## config.mk

```make
export PLATFORM = sky130hd
export DESIGN_NAME = spi_sram_slave_modal
export DESIGN_NICKNAME = d
export VERILOG_FILES = /design/src/rtl/spi_sram_slave_modal.sv
export SDC_FILE = /design/constraint.sdc
export NUM_CORES = 1
export LEC_CHECK = 0
export ABC_AREA = 1
export CORE_UTILIZATION = 30
export DETAILED_ROUTE_END_ITERATION = 8
export GPL_TIMING_DRIVEN = 0
export MAX_ROUTING_LAYER = met4
export PLACE_DENSITY = 0.58
export SETUP_SLACK_MARGIN = 0.4
export SYNTH_ARGS = -nofsm -noshare
export SYNTH_HDL_FRONTEND = slang
export SYNTH_SLANG_ARGS = --single-unit
export TNS_END_PERCENT = 30
```

## constraint.sdc

```tcl
create_clock -name clk -period 2.3 [get_ports clk]
set_clock_uncertainty 0.15 [all_clocks]
set_input_delay 0.69 -clock clk [delete_from_list [all_inputs] [get_ports clk]]
set_output_delay 0.69 -clock clk [all_outputs]
set_load 0.03 [all_outputs]
```

## src/rtl/spi_sram_slave_modal.sv

```systemverilog
// SPI mode-0 SRAM-emulation slave with a mode register (byte / page / sequential addressing).
// SCK edges arrive as one-clk strobes: en (rising, sample mosi) and en2 (falling, drive miso).
// The memory port strobes are combinational so they line up with the en cycle that triggers them.
module spi_sram_slave_modal #(
    parameter int unsigned ADDR_BITS    = 24,
    parameter int unsigned PAGE_BITS    = 5,
    parameter int unsigned DUMMY_CYCLES = 8,
    parameter logic [1:0]  MODE_RST     = 2'b01
) (
    input  logic                 clk,
    input  logic                 rst,
    input  logic                 en,
    input  logic                 en2,
    input  logic                 cs_n,
    input  logic                 mosi,
    output logic                 miso,
    output logic                 miso_oe,
    output logic [1:0]           mode,
    output logic                 err,
    output logic [ADDR_BITS-1:0] mem_addr,
    output logic                 mem_en,
    output logic                 mem_wr,
    output logic [7:0]           mem_wdata,
    input  logic [7:0]           mem_rdata
);

    typedef enum logic [3:0] {
        StIdle, StCmd, StAddr, StDummy, StRdData, StWrData, StRdmr, StWrmr, StIgnore
    } state_e;

    localparam logic [1:0] ModeByte = 2'b00;
    localparam logic [1:0] ModePage = 2'b10;

    state_e                 state_q;
    logic [4:0]             cnt_q;
    logic [6:0]             sh_q;
    logic [ADDR_BITS-1:0]   addr_q;
    logic                   wr_q, fast_q, first_q, load_q, rd_pend_q;
    logic [7:0]             rbuf_q;
    logic [6:0]             tx_q;
    logic                   miso_q, oe_q, err_q;
    logic [1:0]             mode_q;

    logic [7:0]             byte_in;
    logic [ADDR_BITS-1:0]   addr_full;
    logic [ADDR_BITS-1:0]   addr_adv;
    logic [PAGE_BITS-1:0]   page_lo;
    logic [7:0]             load_byte;
    logic                   active, addr_last, wr_fire;

    assign byte_in   = {sh_q, mosi};
    assign addr_full = {addr_q[ADDR_BITS-2:0], mosi};
    assign active    = en && !cs_n;
    assign addr_last = (state_q == StAddr) && (cnt_q == 5'(ADDR_BITS - 1));
    // In byte mode only the first data byte of a write reaches memory.
    assign wr_fire   = active && (state_q == StWrData) && (cnt_q == 5'd7) &&
                       !((mode_q == ModeByte) && first_q);
    // A fetch may still be landing in rbuf_q when the first en2 arrives.
    assign load_byte = (state_q == StRdData) ? (rd_pend_q ? mem_rdata : rbuf_q)
                                             : {mode_q, 6'b0};

    // Next address according to the addressing mode (reserved 11 behaves as sequential).
    always_comb begin
        page_lo = addr_q[PAGE_BITS-1:0] + 1'b1;
        case (mode_q)
            ModeByte: addr_adv = addr_q;
            ModePage: addr_adv = {addr_q[ADDR_BITS-1:PAGE_BITS], page_lo};
            default:  addr_adv = addr_q + 1'b1;
        endcase
    end

    // Memory strobes, qualified by the en cycle that issues them.
    always_comb begin
        mem_en    = 1'b0;
        mem_wr    = 1'b0;
        mem_addr  = addr_q;
        mem_wdata = byte_in;
        if (active && addr_last && !wr_q) begin
            mem_en   = 1'b1;
            mem_addr = addr_full;
        end else if (active && (state_q == StRdData) && (cnt_q == 5'd6)) begin
            // Prefetch the next byte one bit early so it is ready at the byte boundary.
            mem_en   = 1'b1;
            mem_addr = addr_adv;
        end else if (wr_fire) begin
            mem_en = 1'b1;
            mem_wr = 1'b1;
        end
    end

    // Protocol FSM plus registered miso/miso_oe/err/mode.
    always_ff @(posedge clk) begin
        if (rst) begin
            state_q   <= StIdle;
            cnt_q     <= '0;
            sh_q      <= '0;
            addr_q    <= '0;
            wr_q      <= 1'b0;
            fast_q    <= 1'b0;
            first_q   <= 1'b0;
            load_q    <= 1'b0;
            rd_pend_q <= 1'b0;
            rbuf_q    <= '0;
            tx_q      <= '0;
            miso_q    <= 1'b0;
            oe_q      <= 1'b0;
            err_q     <= 1'b0;
            mode_q    <= MODE_RST;
        end else begin
            err_q     <= 1'b0;
            rd_pend_q <= mem_en && !mem_wr;
            if (rd_pend_q) rbuf_q <= mem_rdata;
            if (en) begin
                if (cs_n) begin
                    if (state_q == StCmd || state_q == StAddr) err_q <= 1'b1;
                    state_q <= StIdle;
                    cnt_q   <= '0;
                end else begin
                    sh_q  <= byte_in[6:0];
                    cnt_q <= cnt_q + 5'd1;
                    case (state_q)
                        StIdle: begin
                            state_q <= StCmd;
                            cnt_q   <= 5'd1;
                        end
                        StCmd: begin
                            if (cnt_q == 5'd7) begin
                                cnt_q <= '0;
                                case (byte_in)
                                    8'h03: begin state_q <= StAddr; wr_q <= 1'b0; fast_q <= 1'b0; end
                                    8'h0B: begin state_q <= StAddr; wr_q <= 1'b0; fast_q <= 1'b1; end
                                    8'h02: begin state_q <= StAddr; wr_q <= 1'b1; fast_q <= 1'b0; end
                                    8'h05: begin state_q <= StRdmr; load_q <= 1'b1; end
                                    8'h01: state_q <= StWrmr;
                                    default: begin state_q <= StIgnore; err_q <= 1'b1; end
                                endcase
                            end
                        end
                        StAddr: begin
                            addr_q <= addr_full;
                            if (addr_last) begin
                                cnt_q   <= '0;
                                first_q <= 1'b0;
                                load_q  <= 1'b1;
                                if (wr_q) state_q <= StWrData;
                                else if (fast_q && DUMMY_CYCLES != 0) state_q <= StDummy;
                                else state_q <= StRdData;
                            end
                        end
                        StDummy: begin
                            if (cnt_q == 5'(DUMMY_CYCLES - 1)) begin
                                cnt_q   <= '0;
                                state_q <= StRdData;
                            end
                        end
                        StRdData, StRdmr: begin
                            if (state_q == StRdData && cnt_q == 5'd6) addr_q <= addr_adv;
                            if (cnt_q == 5'd7) begin
                                cnt_q  <= '0;
                                load_q <= 1'b1;
                            end
                        end
                        StWrData: begin
                            if (cnt_q == 5'd7) begin
                                cnt_q   <= '0;
                                addr_q  <= addr_adv;
                                first_q <= 1'b1;
                            end
                        end
                        StWrmr: begin
                            if (cnt_q == 5'd7) begin
                                mode_q  <= byte_in[7:6];
                                state_q <= StIgnore;
                            end
                        end
                        default: ;
                    endcase
                end
            end else if (en2) begin
                if (state_q == StRdData || state_q == StRdmr) begin
                    oe_q <= 1'b1;
                    if (load_q) begin
                        miso_q <= load_byte[7];
                        tx_q   <= load_byte[6:0];
                        load_q <= 1'b0;
                    end else begin
                        miso_q <= tx_q[6];
                        tx_q   <= {tx_q[5:0], 1'b0};
                    end
                end else begin
                    oe_q   <= 1'b0;
                    miso_q <= 1'b0;
                end
            end
        end
    end

    assign miso    = miso_q;
    assign miso_oe = oe_q;
    assign err     = err_q;
    assign mode    = mode_q;

endmodule
```

==> summary.md, run 1 <==
| Metric | Value |
|---|---|
| WL final | `15.1 mm` |
| Mean Syn Cell Area | `6.00 um2` |
| Drt via density | `5.10` |
| Synth area leader | `dfxtp_1` |
| Hold Crit Depth | `2` |
| Die ar. | `14700 um2` |
| Post-DP HPWL | `10.2 mm` |
| Final min period | `2850 ps` |
| Power Dens Cells | `528 nW/um2` |
| Cell Area, Placed | `5170 um2` |
| Final #Nets | `833` |
| Bufs on Longest Clock Path | `2` |
| IO Port Bufs | `51` |
| Post-synth EDFFs | `0` |
| LEAKAGE | `2.65 nW` |
| Syn Nets | `729` |
| Die Ht | `121 um` |
| Antenna Violating Nets Remaining | `0` |
| Site Rows | `43` |
| Initial antenna violation count | `0` |
| Comb power frac | `19.4%` |
| Clock share of power | `44.0%` |
| Pins over their slew limit | `0` |
| Cell Area, Synth | `4270 um2` |
| DRC | `0` |
| R2R depth | `21` |
| Fin crit share | `124%` |
| Crit path DAT | `2010 ps` |
| I/O pin count | `53` |
| P_sw | `0.00104 W` |
| GP Congestion | `0.891` |
| Fmax | `0.351 GHz` |
| Failing checks | `negative setup slack` |
| Layout cells sized above 1 | `27.8%` |
| Largest net degree at the start of global routing | `13` |
| Slowest cell on crit path | `buf_4` |
| Outcome | `finished, violations left` |
| PnR worst setup slack | `-553 ps` |
| Count of final hold-check violations | `0` |
| Total power | `0.00336 W` |
| Chip width | `121 um` |
| Diodes inserted | `0` |
| Share of the synthesized area in the top cell type | `30.5%` |
| Final setup violation count | `27` |
| Cell types occupying the most area after synthesis | `dfxtp_1, nand2_1, nor2_1` |
| Seq cells post-synth | `65` |
| CTS tree | `built` |
| Setup crit start kind | `primary input` |
| Initial Util | `30.8%` |
| Worst Hold Class | `flip-flop to flip-flop` |
| Cell-internal power | `0.00232 W` |
| Via count | `5102` |
| Sequential share of the synthesized area | `30.5%` |
| Slew HR | `56.9%` |
| Vias in the first global route | `4778` |
| Fin area | `6370 um2` |
| DR pass1 iterations | `5` |
| Area grow syn2layout | `49.2%` |
| Worst-path clk slew | `60 ps` |
| GR Util All Layers | `22.0%` |
| RSZ-0062 raised after global routing | `true` |
| Pre-CTS setup slack | `-1840 ps` |
| CP peak stage delay | `210 ps` |
| Hold Worst Slack | `324 ps` |
| Worst-Margin Slew | `647 ps` |
| Switching portion of total power | `31.0%` |
| Reg power frac | `36.5%` |
| Critical Path RT | `1460 ps` |
| CTS sink count | `65` |
| Max VDD drop | `0.491 mV` |
| Async set or reset register ratio after synthesis | `0%` |
| H-tree levels | `3` |
| Root Buffer | `clkbuf_16` |
| Global-route wire length before repair | `24.5 mm` |
| Critical path peak fanout | `7` |
| Clock latency on the worst-skew pair | `350 ps` |
| DR WL/cell | `15.1 um` |
| CORE AREA | `13900 um2` |
| CP endpoint kind | `output port` |
| CTS Buf Count | `9` |
| Max Cap Violations | `0` |
| Initial DRC count | `440` |
| Synthesized instance count | `712` |
| Syn. warnings | `0` |
| CP cell instances | `buf_2, nand2_8, inv_4, nand4_1, buf_6, buf_12, clkinvlp_4, nand2_2, o211ai_1, buf_4` |
| Distinct cell type count of the synthesized netlist | `32` |
| Synth Flop Type | `dfxtp_1` |
| Post-CTS Hold Fix Bufs | `0` |
| GRT overflow | `0` |
| CP Class | `primary input to output port` |
==> synth_stat cells (all sizes together), types with 9 or more instances <==
master,n
nand2,198
nor2,119
inv,67
dfxtp,65
nand3,57
o21ai,57
a21oi,55
buf,18
nand4,16
o221ai,13
clkbuf,10
o211ai,10
xor2,9
==> cell type report <==
cell class	instances	area, um2
Buffer	28	236
Clock buffer	11	253
Clock inverter	5	62.6
Fill cell	1440	7510
Inverter	68	293
Multi-Input combinational cell	552	3060
Sequential cell	65	1330
Tap cell	180	225
Timing Repair Buffer	92	900
==> cells by family after synthesis <==
family	count (synthesis)	share of synthesized area (%)
AOI/OAI and AO/OA	137	17.8
xor gates and xnor gates	9	1.85
adders and majority gates	3	0.879
buffers and inverters	96	9.35
DFF	65	30.5
muxes	1	0.234
and+or+nand+nor	401	39.4
==> critical path: cells and delay by family <==
kind,cells,cell delay (ps)
buf+inv,6,900
simple gates,3,270
compound gates,1,130
==> timing repair <==
item / in CTS / in global routing
gates resized for setup: 345 / 51
cloned: 2 / 0
setup buffers: 37 / 3
setup endpoints to repair: 93 / 66
pin swaps: 24 / 17
==> power groups by stage <==
stage          registers (W)  logic [W]  clock network, W
5_1_grt              0.00124   0.000723           0.00154
3_3_place_gp         0.00125   0.000567                 0
4_1_cts              0.00123   0.000624           0.00149
2_1_floorplan        0.00125   0.000370                 0
6_report             0.00123   0.000654           0.00148
3_5_place_dp         0.00125   0.000568                 0
==> routing by layer <==
metal / up-vias / GRT usage (%) / share of wire, %
li1: 2560 / - / -
met1: 2353 / 27.8 / 46
met2: 168 / 35.4 / 47
met3: 21 / 4.70 / 5.5
met4: 0 / 6.02 / 1.7
met5: - / - / 0
==> flip-flops by register name, indices dropped and copies added (netlist names), 2 cells and up <==
name,count
rbuf_q,8
addr_q,24
state_q,4
sh_q,7
cnt_q,5
tx_q,7
mode,2
==> cells in the final DEF (no fill, tap or decap), types with 3 or more instances in the layout <==
master,synthesis,final
a21oi_1,55,52
buf_12,0,5
buf_2,11,11
buf_4,4,34
buf_6,1,41
clkbuf_1,8,4
clkbuf_16,0,9
clkbuf_2,2,4
clkdlybuf4s15_2,0,6
clkdlybuf4s50_1,0,9
clkinvlp_4,0,3
dfxtp_1,65,51
dfxtp_2,0,8
dfxtp_4,0,6
inv_1,59,54
inv_2,8,8
nand2_1,194,177
nand2_2,4,14
nand2_4,0,5
nand3_1,56,47
nand3_2,1,9
nand4_1,16,16
nor2_1,114,99
nor2_2,3,9
nor2_4,2,12
nor3_1,4,3
o211ai_1,10,10
o21ai_0,56,49
o21ai_1,1,7
o221ai_2,0,5
o221ai_4,0,8
or2_2,5,5
xor2_1,9,8
==> through the flow <==
| step | setup TNS (ps) | util, % | cells |
|---|---|---|---|
| 2_1_floorplan | -4640 | - | 712 |
| 3_5_place_dp | -59970 | 37.2 | 943 |
| 4_1_cts | -12370 | 44.6 | 998 |
| 5_1_grt | -15080 | 45.9 | 1001 |
| 3_3_place_gp | -59840 | 37.2 | 943 |
| 6_report | -12610 | 45.9 | 1001 |
==> final timing paths <==
check | start | to | slack [ps]
hold reg to reg | rbuf_q[7] | rbuf_q[7] | 320
setup / recovery | en | mem_addr[7] | -550
setup reg to reg | addr_q[0] | addr_q[20] | -230
hold / removal | rbuf_q[7] | rbuf_q[7] | 320
Note: power is estimated with default switching activity, not from simulation.
==> run 2, diff against run 1 <==
Settings changed: ABC_CLOCK_PERIOD_IN_PS from default to 2300.
==> results of run 2 <==
Final layout, timing and power as in run 1 (identical DEF).
